===== config.mk =====
export PLATFORM = sky130hd
export DESIGN_NAME = lshift_seq
export DESIGN_NICKNAME = d
export VERILOG_FILES = /design/src/rtl/lshift_seq.sv
export SDC_FILE = /design/constraint.sdc
export NUM_CORES = 1
export LEC_CHECK = 0
export BUFFER_PORTS_ARGS = -buffer_cell sky130_fd_sc_hd__buf_2
export CAP_MARGIN = 20
export CORE_AREA = 2 2 92 94
export CTS_CLUSTER_DIAMETER = 80
export CTS_CLUSTER_SIZE = 20
export DETAILED_ROUTE_END_ITERATION = 7
export DIE_AREA = 0 0 94 96
export HOLD_SLACK_MARGIN = 0.02
export PLACE_DENSITY = 0.75
export SLEW_MARGIN = 20
export SYNTH_ARGS = -nofsm -noshare
export SYNTH_HDL_FRONTEND = slang
export SYNTH_SLANG_ARGS = --single-unit

===== constraint.sdc =====
create_clock -name clk -period 3.4 [get_ports clk]
set_input_delay 0.34 -clock clk [delete_from_list [all_inputs] [get_ports clk]]
set_output_delay 0.34 -clock clk [all_outputs]
set_load 0.02 [all_outputs]

===== src/rtl/lshift_seq.sv =====
// lshift_seq: iterative 32-bit logical left shifter.
// One binary-weighted stage (1, 2, 4, 8, 16 bits) is applied per clock.
// A valid/ready handshake is used on both the operand and result sides.
module lshift_seq (
  input  logic        clk,
  input  logic        rst_n,
  input  logic        start,
  input  logic [31:0] a,
  input  logic [4:0]  s,
  output logic        in_ready,
  output logic [31:0] out,
  output logic        out_valid,
  input  logic        out_ready
);

  typedef enum logic [1:0] {
    IDLE,
    SHIFT,
    DONE
  } state_t;

  state_t      state;
  state_t      state_next;
  logic [31:0] acc;
  logic [4:0]  amt;
  logic [2:0]  stage;
  logic        accept;
  logic [4:0]  stage_bit;
  logic [31:0] acc_shifted;

  // Stage weight doubles as both the amt bit select and the shift distance.
  always_comb begin
    stage_bit   = 5'd1 << stage;
    acc_shifted = acc;
    if ((amt & stage_bit) != '0) begin
      acc_shifted = acc << stage_bit;
    end
  end

  // Operands are taken whenever the block reports ready and start is high.
  always_comb begin
    accept = in_ready && start;
  end

  // State register.
  always_ff @(posedge clk or negedge rst_n) begin
    if (!rst_n) begin
      state <= IDLE;
    end else begin
      state <= state_next;
    end
  end

  // Datapath: capture on acceptance, otherwise step one stage while shifting.
  always_ff @(posedge clk or negedge rst_n) begin
    if (!rst_n) begin
      acc   <= '0;
      amt   <= '0;
      stage <= '0;
    end else if (accept) begin
      acc   <= a;
      amt   <= s;
      stage <= '0;
    end else if (state == SHIFT) begin
      acc   <= acc_shifted;
      stage <= stage + 3'd1;
    end
  end

  // Next-state logic.
  always_comb begin
    state_next = state;
    unique case (state)
      IDLE: begin
        if (start) begin
          state_next = SHIFT;
        end
      end
      SHIFT: begin
        if (stage == 3'd4) begin
          state_next = DONE;
        end
      end
      DONE: begin
        if (out_ready) begin
          state_next = start ? SHIFT : IDLE;
        end
      end
      default: state_next = IDLE;
    endcase
  end

  // Handshake outputs depend only on state and out_ready.
  always_comb begin
    in_ready  = 1'b0;
    out_valid = 1'b0;
    unique case (state)
      IDLE:    in_ready = 1'b1;
      SHIFT:   in_ready = 1'b0;
      DONE: begin
        in_ready  = out_ready;
        out_valid = 1'b1;
      end
      default: in_ready = 1'b0;
    endcase
  end

  assign out = acc;

endmodule


* Word-level counts from Yosys, hierarchy flattened
Index checks and enable logic that the tools add are counted.
** Storage, ports and cells
- Register bits after elaboration :: 42
- Logic and storage cells :: 33
** Operators by class
- Shift operators :: 2
- Add/subtract/negate cells :: 1
- Reductions and logical operators :: 7
- Bitwise gates (word level) :: 1
- Equality and inequality tests :: 6
- Mux-type cells :: 12
** Operators with widths (number)
- $mux 32 :: 3
- $shl 32x5->32 :: 1
- $mux 2 :: 3
- $mux 3 :: 2
- $pmux 2 s3 :: 1
- $and 5x5->5 :: 1
- $reduce_bool 5->1 :: 1
- $shl 1x3->5 const A :: 1
- $ne 2x2->1 const B :: 2
- $reduce_bool 2->1 :: 2
- $add 3x1->3 const B :: 1
- $eq 3x3->1 const B :: 1
- $reduce_and 3->1 :: 1
- $eq 2x1->1 const B :: 1
- $eq 2x2->1 const B :: 1
- $logic_not 2->1 :: 1
- $mux 1 :: 2
- $ne 2x1->1 const B :: 1
- $pmux 1 s2 :: 1
- $reduce_and 2->1 :: 1
- $logic_and 1x1->1 :: 1

* Logic depth before layout (Yosys ltp)
- Depth after elaboration :: 6
- Mapped depth :: 11
- Gate-level depth less buffers :: 8

* Worst setup path after synthesis
No wires, ideal clock.
- Path kind :: register to register
- Start :: register stage[2]
- End :: register acc[8], in the netlist out[8]
- Arrival time :: 2.230 ns
- Cell stages (with the launch flop) :: 10
- Setup time :: 0.127 ns
- Path slack :: 1.043 ns
- Path through :: dfrtp_1 -> buf_6 -> inv_1 -> buf_2 -> ha_1 -> clkbuf_1 -> clkbuf_1 -> o22ai_1 -> a221oi_1 -> nor2_1
** Between the ends
- Word-level cells in the longest chain between the ends :: 5
- Elaborated cells on any way between the ends :: 9
- Those cells by class :: shift (2); mux (3); bitwise (1); reduce/logical (3)
** Ends and longest elaborated chain
- from (decl) :: RTL line 26 : logic [2:0] stage;
- from (signal assigned) :: RTL line 66 : stage <= stage + 3'd1;
- $shl 1x3->5 (*) :: RTL line 33 : stage_bit = 5'd1 << stage;
- $shl 32x5->32 / $and 5x5->5 (equally long branches) :: RTL line 36, 35
- $mux 32 / $reduce_bool 5->1 (equally long branches) :: RTL line 35 : if ((amt & stage_bit) != '0) begin
- $mux 32 / $reduce_bool 2->1 (equally long branches)
- $mux 32 / $reduce_and 2->1 (equally long branches)
- to (signal assigned) :: RTL line 65 : acc <= acc_shifted;
- to (decl) :: RTL line 24 : logic [31:0] acc;
Every way passes the cells marked *; elsewhere a longest branch is shown, timed or not. The select of a mux whose other input is x is not followed.
A chain may end at the register's enable or synchronous reset.

* Worst setup path after layout
- Start :: register stage[1]
- End :: register acc[13], in the netlist out[13]
Same word-level chain as after synthesis.

==> results_dict.tcl <==
set metrics [dict create \
    worstMarginPinSlew_ps 952 \
    finish_stage_setup_viols 0 \
    placement.io_buffers 74 \
    finalSetupTns_ps 0 \
    timing.slew.headroom_pct 36.5 \
    clkSlewWorstSetupHoldPaths_ps 90 \
    crit_path_end "out[13]$_DFFE_PN0P_" \
    grt_setup_unrepaired "false" \
    diodes 0 \
    gp_congestion 1.01 \
    count_of_cell_types_in_the_netlist 67 \
    share_of_post_route_cells_with_drive_strength_above_1_pct 24.9 \
    ys.flop_type "sky130_fd_sc_hd__dfrtp_1" \
    critical_path_buf_inv_count 2 \
    synth-edff-count 0 \
    critPathMaxStageDelay_ps 600 \
    worst_setup_path_end_kind "register" \
    vias_per_cell 7.00 \
    drc_errors 0 \
    route.final.wire_length_um 16000 \
    timing.critical_path.slowest_stage_cell "sky130_fd_sc_hd__ha_1" \
    start_util_pct 51.1 \
    ant_nets 0 \
    worst_setup_path_startpoint "stage[1]$_DFFE_PN0P_" \
    cts_resized 0 \
    ys_ff_latch 42 \
    areaGrowthSynthToFinish_pct 12.7 \
    rows 33 \
    async_flop_share_pct 100 \
    post-synth-top-area-cell "sky130_fd_sc_hd__dfrtp_1" \
    number_of_antenna_violations_at_the_first_check_in_global_routing 0 \
    crit_required_ps 3650 \
    largest_family_of_logic_cells_by_synthesized_area "compound AO/OA/AOI/OAI gates" \
    worst-endpoint-arrival_ps 3290 \
    hold_path_class "input pin to asynchronous set/reset pin" \
    die_area_sq_mm 0.00902 \
    criticalPathCategory "register to register" \
    critical_path.max_fanout 17 \
    synth_top_area_share_pct 25.5 \
    timing.reg2reg.setup_slack_ps 360 \
    ctsLongestPathBuffers 2 \
    reg2reg_from "stage[1]$_DFFE_PN0P_" \
    htree_num_levels 2 \
    dpl.hpwl_um 11900 \
    finalHoldWorstSlack_ps 169 \
    post-route-period-util_pct 89.3 \
    via_count 4646 \
    fraction_of_the_mapped_netlist_area_in_simple_logic_gates_pct 18.4 \
    synth.yosys.seq_area_share_pct 25.5 \
    syn_avg_cell_area_sq_um 8.25 \
    worst_skew_pair.late_latency_ps 310 \
    grt-ovfl-total 0 \
    synth_fp_nets 545 \
    nFillCells 771 \
    cts_tree "yes" \
    core_outline_area_sq_mm 0.00805 \
    tritoncts_num_sinks 42 \
    yosys_warnings 0 \
    worstSetupPathDepth 9 \
    fin_crit_ps 3040 \
    syn_area_sq_mm 0.00412 \
    grt_pass1_wl_um 25100 \
    grt_start_max_net_pins 43 \
    worstSetupStartpointType "register" \
    die_w_um 94 \
    synth_adder_area_share_pct 1.52 \
    crit_path_cell_chain "inv_1 > ha_1 > nor2_1 > buf_4 > o21a_1 > nor3_1 > mux2i_1 > o21ai_0 > o21a_1" \
    post-cts-setup-buffer-count 0 \
    ioPinCount 75 \
    syn_inst 499 \
    synth_commonest_cells "50 x sky130_fd_sc_hd__nand2_1, 46 x sky130_fd_sc_hd__nor2_1, 42 x sky130_fd_sc_hd__dfrtp_1, 33 x sky130_fd_sc_hd__o22ai_1" \
    r2r_cells 9 \
    first_global_vias 4343 \
    cts.root.buffer_cell "sky130_fd_sc_hd__clkbuf_8" \
    yosysMostFrequentCell "sky130_fd_sc_hd__nand2_1" \
    timing.max_cap.violations 0 \
    grtUsageTotal_pct 37.0 \
    synth-compound-area-share_pct 31.4 \
    yosys-mux-area-fraction_pct 15.5 \
    maxClockFrequency_mhz 329 \
    clock-skew-final_ps 9.15 \
    cell_type_with_the_highest_occurrence_count_on_the_critical_path "sky130_fd_sc_hd__o21a_1" \
    finalNetCount 604 \
    final_hold_fails 0 \
    holdBufCountCts 0 \
    reg2reg_capture_point "out[13]$_DFFE_PN0P_" \
    total_clock_buffers_created_by_cts 5 \
    drtIter0Drc 628 \
    die_height_um 96 \
    detailedRoute.firstPassIterationCount 5 \
    xor_xnor_portion_of_the_synthesized_cell_area_pct 0.213 \
    maxSlewViolCount 0 \
    timing.critical_path.max_delay_family "simple AND/OR/NAND/NOR gates" \
    wl_per_cell_um 24.1 \
    synth_top_cells_by_area "sky130_fd_sc_hd__dfrtp_1 26%, sky130_fd_sc_hd__mux2i_1 7.3%, sky130_fd_sc_hd__o22ai_1 5.0%" \
    run_status "completed" \
]
-- placed cells by master (no fill, tap or decap), types with 17 or more instances in the layout --
cell,Yosys,routed
sky130_fd_sc_hd__buf_2,13,74
sky130_fd_sc_hd__nand2_1,50,50
sky130_fd_sc_hd__nor2_1,46,46
sky130_fd_sc_hd__dfrtp_1,42,42
sky130_fd_sc_hd__o22ai_1,33,33
sky130_fd_sc_hd__a21oi_1,30,30
sky130_fd_sc_hd__mux2i_1,30,30
sky130_fd_sc_hd__buf_4,7,26
sky130_fd_sc_hd__o21ai_0,23,23
sky130_fd_sc_hd__nor3_1,17,17
-- how the worst min path moves through the flow --
stage / from / to / slack, ps / depth (start not counted)
after floorplan: rst_n / amt[0]$_DFFE_PN0P_ / 40 / 0
after global routing: s[4] / amt[4]$_DFFE_PN0P_ / 230 / 3
final: rst_n / state[0]$_DFFE_PN0P_ / 170 / 1
after detailed placement: amt[3]$_DFFE_PN0P_ / amt[3]$_DFFE_PN0P_ / 470 / 2
after CTS: rst_n / state[0]$_DFFE_PN0P_ / 200 / 1
after global placement: amt[3]$_DFFE_PN0P_ / amt[3]$_DFFE_PN0P_ / 460 / 2
-- layer usage --
metal | vias to the layer above | share of wire [%] | GRT usage [%]
met5 | - | 0 | 0
met4 | 0 | 3.0 | 11.7
met3 | 43 | 12 | 7.05
met2 | 348 | 42 | 52.3
met1 | 2232 | 42 | 56.5
li1 | 2023 | - | -
-- cells by family after synthesis --
group | count (synthesis)
XOR/XNOR | 1
adder cells (fa/ha/maj) | 5
AO/OA/AOI/OAI | 183
AND/OR/NAND/NOR | 159
multiplexers | 52
buffers and inverters | 57
flip-flops | 42
-- per-stage QoR --
stage | cell area (sq um) | std cells | worst slack [ps] | util, %
2_1_floorplan | 4120 | 499 | 1040 | -
3_3_place_gp | 4540 | 656 | 466 | 56.4
3_5_place_dp | 4540 | 656 | 486 | 56.4
4_1_cts | 4640 | 664 | 467 | 57.6
5_1_grt | 4640 | 664 | 263 | 57.6
6_report | 4640 | 664 | 362 | 57.6
-- state kept, by name, summed over array words and instances (netlist names) --
signal	count
state	2
out	32
amt	5
stage	3
-- area by class of cell --
| cell class | instances | area, sq um | share of cell area, % |
|---|---|---|---|
| Inverter | 9 | 33.8 | 0.728 |
| Multi-Input combinational cell | 400 | 2760 | 59.5 |
| Clock buffer | 6 | 82.6 | 1.78 |
| Clock inverter | 2 | 16.3 | 0.350 |
| Timing Repair Buffer | 100 | 566 | 12.2 |
| Sequential cell | 42 | 1050 | 22.6 |
| Tap cell | 105 | 131 | 2.83 |
-- worst register-to-register path: stages, from the launching register on --
cell                      delay [ps]
sky130_fd_sc_hd__dfrtp_1         420
sky130_fd_sc_hd__inv_1            90
sky130_fd_sc_hd__ha_1            600
sky130_fd_sc_hd__nor2_1          390
sky130_fd_sc_hd__buf_4           290
sky130_fd_sc_hd__o21a_1          120
sky130_fd_sc_hd__nor3_1          440
sky130_fd_sc_hd__mux2i_1         250
sky130_fd_sc_hd__o21ai_0         250
sky130_fd_sc_hd__o21a_1          140
Power is not shown: default switching activity piles up to over one toggle a cycle in this logic, so the estimate is an artifact.
